File: src/rtl/rv_fetch_ctrl.sv
// PC register and single-outstanding instruction-fetch sequencer.
// Fetches at pc, hands the word to decode, and then loads the committed next PC.
module rv_fetch_ctrl #(
  parameter logic [31:0] RESET_PC = 32'h0000_0000,
  parameter int          TIMEOUT  = 64,
  parameter int          CNT_W    = 8
) (
  input  logic        clk,
  input  logic        rst,
  output logic        imem_req_valid,
  input  logic        imem_req_ready,
  output logic [31:0] imem_req_addr,
  input  logic        imem_rsp_valid,
  input  logic [31:0] imem_rsp_data,
  input  logic        imem_rsp_err,
  output logic        inst_valid,
  input  logic        inst_ready,
  output logic [31:0] inst,
  output logic [31:0] pc,
  input  logic        npc_valid,
  input  logic [31:0] npc,
  output logic        fault,
  output logic [1:0]  fault_code,
  output logic [31:0] fault_pc,
  output logic [63:0] instret
);

  typedef enum logic [2:0] {S_REQ, S_WAIT, S_ISSUE, S_EXEC, S_FAULT} state_t;

  localparam logic [CNT_W-1:0] WD_LAST = CNT_W'(TIMEOUT - 1);

  state_t           state, state_next;
  logic [CNT_W-1:0] wd;
  logic             wd_clr, wd_inc, load_inst, commit, advance, set_fault;
  logic [1:0]       code_next;
  logic [31:0]      fpc_next, target;

  assign imem_req_valid = (state == S_REQ);
  assign inst_valid     = (state == S_ISSUE);
  assign imem_req_addr  = pc;
  assign fault          = (state == S_FAULT);

  // jalr semantics: bit 0 of the committed target is always cleared
  assign target = npc & ~32'h1;

  always_comb begin
    state_next = state;
    wd_clr     = 1'b0;
    wd_inc     = 1'b0;
    load_inst  = 1'b0;
    commit     = 1'b0;
    advance    = 1'b0;
    set_fault  = 1'b0;
    code_next  = 2'b00;
    fpc_next   = 32'h0;
    case (state)
      S_REQ: begin
        if (imem_req_ready) begin
          state_next = S_WAIT;
          wd_clr     = 1'b1;
        end
      end
      S_WAIT: begin
        // A response in the final watchdog cycle takes priority over the timeout
        if (imem_rsp_valid) begin
          if (imem_rsp_err) begin
            state_next = S_FAULT;
            set_fault  = 1'b1;
            code_next  = 2'b11;
            fpc_next   = pc;
          end else begin
            state_next = S_ISSUE;
            load_inst  = 1'b1;
          end
        end else if ((TIMEOUT != 0) && (wd == WD_LAST)) begin
          state_next = S_FAULT;
          set_fault  = 1'b1;
          code_next  = 2'b10;
          fpc_next   = pc;
        end else begin
          wd_inc = 1'b1;
        end
      end
      S_ISSUE: begin
        if (inst_ready) begin
          if (npc_valid) commit = 1'b1;
          else           state_next = S_EXEC;
        end
      end
      S_EXEC: begin
        if (npc_valid) commit = 1'b1;
      end
      S_FAULT: state_next = S_FAULT;
      default: state_next = S_REQ;
    endcase

    if (commit) begin
      if (target[1]) begin
        state_next = S_FAULT;
        set_fault  = 1'b1;
        code_next  = 2'b01;
        fpc_next   = target;
      end else begin
        state_next = S_REQ;
        advance    = 1'b1;
      end
    end
  end

  always_ff @(posedge clk) begin
    if (rst) begin
      state      <= S_REQ;
      pc         <= RESET_PC;
      inst       <= 32'h0;
      instret    <= 64'h0;
      fault_code <= 2'b00;
      fault_pc   <= 32'h0;
      wd         <= '0;
    end else begin
      state <= state_next;
      if (wd_clr)      wd <= '0;
      else if (wd_inc) wd <= wd + 1'b1;
      if (load_inst) inst <= imem_rsp_data;
      if (advance) begin
        pc      <= target;
        instret <= instret + 64'd1;
      end
      if (set_fault) begin
        fault_code <= code_next;
        fault_pc   <= fpc_next;
      end
    end
  end

endmodule

File: config.mk
export PLATFORM = sky130hd
export DESIGN_NAME = rv_fetch_ctrl
export DESIGN_NICKNAME = d
export VERILOG_FILES = /design/src/rtl/rv_fetch_ctrl.sv
export SDC_FILE = /design/constraint.sdc
export NUM_CORES = 1
export LEC_CHECK = 0
export BUFFER_PORTS_ARGS = -buffer_cell sky130_fd_sc_hd__buf_2
export CORE_MARGIN = 2
export CORE_UTILIZATION = 30
export CTS_BUF_LIST = sky130_fd_sc_hd__clkbuf_4
export CTS_CLUSTER_DIAMETER = 150
export DETAILED_ROUTE_END_ITERATION = 8
export GPL_ROUTABILITY_DRIVEN = 0
export PLACE_DENSITY_LB_ADDON = 0.1
export SLEW_MARGIN = 20
export SYNTH_ARGS = -nofsm -noshare
export SYNTH_HDL_FRONTEND = slang
export SYNTH_SLANG_ARGS = --single-unit
File: constraint.sdc
create_clock -name clk -period 2.25 [get_ports clk]
set_input_delay 0.45 -clock clk [delete_from_list [all_inputs] [get_ports clk]]
set_output_delay 0.45 -clock clk [all_outputs]
set_load 0.05 [all_outputs]
==> metrics <==
clk sinks=171; Cell variety after synth=46; number of placed I/O pins=268; number of H-tree levels=4; chip width=162.5 um; dpl hpwl=17,570 um; Setup crit start kind=flip-flop; Via density=4.892; antenna violations before repair=3; hold path start=npc[22]; Crit path largest cell delay=0.47 ns; unrepaired setup endpoints after global routing=no; number of synthesized flops with an enable pin=0; combinational share of power=11.4%; slowest cell on the critical path=or4_1; Pwr Total=0.005597 W; Total Nets Final=1,297; TritonCTS clock tree=built; min-delay worst type=in2reg; row cnt=57; origin of the worst setup path=state[2]$_SDFFE_PP0P_; total CTS buffers=17; Tcrit/Tclk final=96.68%; Routed WL=24,970 um; drt wl/cell=15.97 um; Die Area=26,390 um^2; synth cell count leaders=171 x dfxtp_1, 154 x nand2_1, 114 x nor2_1; Final Skew=0.03944 ns; Hold Path End=imem_req_addr[22]$_SDFFE_PP0P_; internal power=0.003794 W; critical path type=reg2reg; Synth Warn #=0; Max Fclk=459.7 MHz; Yosys reg bits=171; Total Routing Usage GR=18.30%; final setup fails=0; Req. time, crit path=2.76 ns; DRT Pass-1 Iters=5; largest net degree at the start of global routing=64; I/O Buffers=263; Psw=0.001803 W; register area share after synthesis=45.44%; vias in the first global route=6,964; Core Util, Final=40.71%; Slew Limit Fails=0; die extent in y=162.5 um; post-synthesis area per instance=7.888 um^2; Area Overhead vs Synth=32.20%; R2R Path Start=state[2]$_SDFFE_PP0P_; Synth Flop Type=dfxtp_1; Hold Path Stages=3; CP max FO=5; Routed Antenna Nets=0; CP Capture Type=flip-flop; leakage power=4.170 nW; worst-path cell chain=or3b_4, or4_4, or3_4, or4_1, a21oi_1; Max Root-Sink Buffers=2; ratio of cells with drive above 1 in the final layout=34.76%; Flop pwr share=55.4%; 1st-iter DRT viols=421; first-pass GRT wire length=38,250 um; crit path time final=2.175 ns; ranking of synthesized cells by area=dfxtp_1 45%, nand2_1 7.7%, a21oi_1 6.3%; Switching Share=32.21%; Post-DP Area=9502 um^2; Clk network pwr share=33.2%; Hold Vio Cnt, Final=0; vias after detailed routing=7,646; Design Area, Final=9960 um^2; Post-route DRC=0; asr flop ratio synth=0%; cell taking the most area after synthesis=dfxtp_1; Worst EP arrival=2.68 ns; setup tns final=0 ns; Initial Util=30.80%; most common cell in the netlist=dfxtp_1; Core ar.=24,460 um^2; grt ovf=0; Filler Cells Inserted=2,546; Buf/Inv on CP=0; cell count after synthesis=955; PwrDens=562.0 nW/um^2; worst-skew pair later-pin latency=0.59 ns; VDD IR max=0.0002262 V; FF-to-FF path depth=5; post-synth top area share=45.44%; delay-heaviest family, CP=simple AND/OR/NAND/NOR gates; R2R setup slack=0.07 ns; FF-to-FF End=instret[50]$_SDFFE_PP0P_; status=completed; Mapped Area=7533 um^2; Max Cap Viol=0; CTS Root Cell=clkbuf_4; clock-pin slew on the worst setup and hold paths=0.19 ns
## power by group through the flow
stage                     logic, W  registers, W  clock network (W)
after floorplan           0.000238       0.00333                  0
after global placement    0.000631       0.00316                  0
after detailed placement  0.000632       0.00317                  0
after CTS                 0.000635       0.00310            0.00196
after global routing      0.000687       0.00311            0.00207
final                     0.000639       0.00310            0.00186
## metrics by stage
stage,hold WS (ns),cells,setup WS (ns)
finish,0.07405,1563,0.07469
global route,0.003717,1562,0.004529
CTS,0.008249,1555,0.006772
detailed placement,0.4430,1521,-0.1631
global placement,0.4397,1521,-0.1630
floorplan,0.4855,957,-0.02649
## layer usage
| layer | track usage (%) | routed length (um) | vias to the layer above |
|---|---|---|---|
| met1 | 23.45 | 11360 | 3570 |
| met5 | 0 | 0 | - |
| li1 | - | - | 3860 |
| met3 | 4.660 | 1481 | 17 |
| met2 | 30.83 | 11850 | 199 |
| met4 | 4.545 | 275 | 0 |
## cell type report
type | instances | area [um^2] | share of cell area, %
diodes | 2 | 5.005 | 0.05025
well taps | 324 | 405.4 | 4.070
flip-flops and latches | 171 | 3512 | 35.26
repair buffers | 330 | 1957 | 19.65
inverters | 13 | 48.80 | 0.4899
clock buffers | 17 | 127.6 | 1.281
clock inverters | 15 | 176.4 | 1.771
multi-input cells | 691 | 3727 | 37.42
## state kept, by name, summed over array words and instances (netlist names)
name / cells
state: 3
instret: 64
fault_code: 2
inst: 32
wd: 8
imem_req_addr: 31
fault_pc: 31
## worst reg2reg max path, cell delays in order, from the launching register on
cell and delay (ns):
dfxtp_2 0.35, or3b_4 0.39, or4_4 0.42, or3_4 0.36
or4_1 0.48, a21oi_1 0.13
## kinds of logic (layout without fill, tap and decap cells)
family / Yosys count / after routing / synth area share [%]
AOI/OAI and AO/OA: 142 / 142 / 10.58
other: 1 / 5 / 0.04978
xor gates and xnor gates: 41 / 41 / 4.767
and+or+nand+nor: 502 / 502 / 32.27
DFF: 171 / 171 / 45.44
muxes: 1 / 1 / 0.1329
adders and majority gates: 2 / 2 / 0.3321
buffers and inverters: 95 / 375 / 6.427
## worst max-delay path by stage
stage	endpoint	slack, ns	cells after the start
after floorplan	instret[50]$_SDFFE_PP0P_	-0.03	5
after global placement	instret[50]$_SDFFE_PP0P_	-0.16	6
after detailed placement	instret[50]$_SDFFE_PP0P_	-0.16	6
after CTS	imem_req_valid	0.007	3
after global routing	instret[58]$_SDFFE_PP0P_	0.005	5
final	instret[50]$_SDFFE_PP0P_	0.07	5
## placed cells by master, fill, tap and decap left out, types with 3 or more instances in the layout
master      n
clkinv_8    5
inv_8       5
o31ai_1     7
and4_1      8
or4_4       4
nor4_1     41
a211oi_1    3
clkbuf_4   18
xor2_1     20
and3_1     11
or4_1       8
a22oi_1     3
o21ai_0    21
buf_4      59
or3_1      19
conb_1      3
dfxtp_2    38
xnor2_1    21
clkinv_4    3
buf_2     260
nor2_1    112
inv_1      13
nand4_1    34
a21oi_1    94
nand2_1   154
nor3_1     53
buf_12      9
nand3_1    33
dfxtp_1   122
dfxtp_4    11
and2_1      6
## what timing repair did
| item | 4_1_cts | 5_1_grt |
|---|---|---|
| buffers inserted | 2 | 5 |
| pin swaps | 1 | 7 |
| endpoints found under the setup margin | 7 | 34 |
| hold buffers | 0 | 0 |
| resized for setup | 2 | 16 |
| gates cloned | 0 | 1 |
Note: power is estimated with default switching activity, not from simulation.
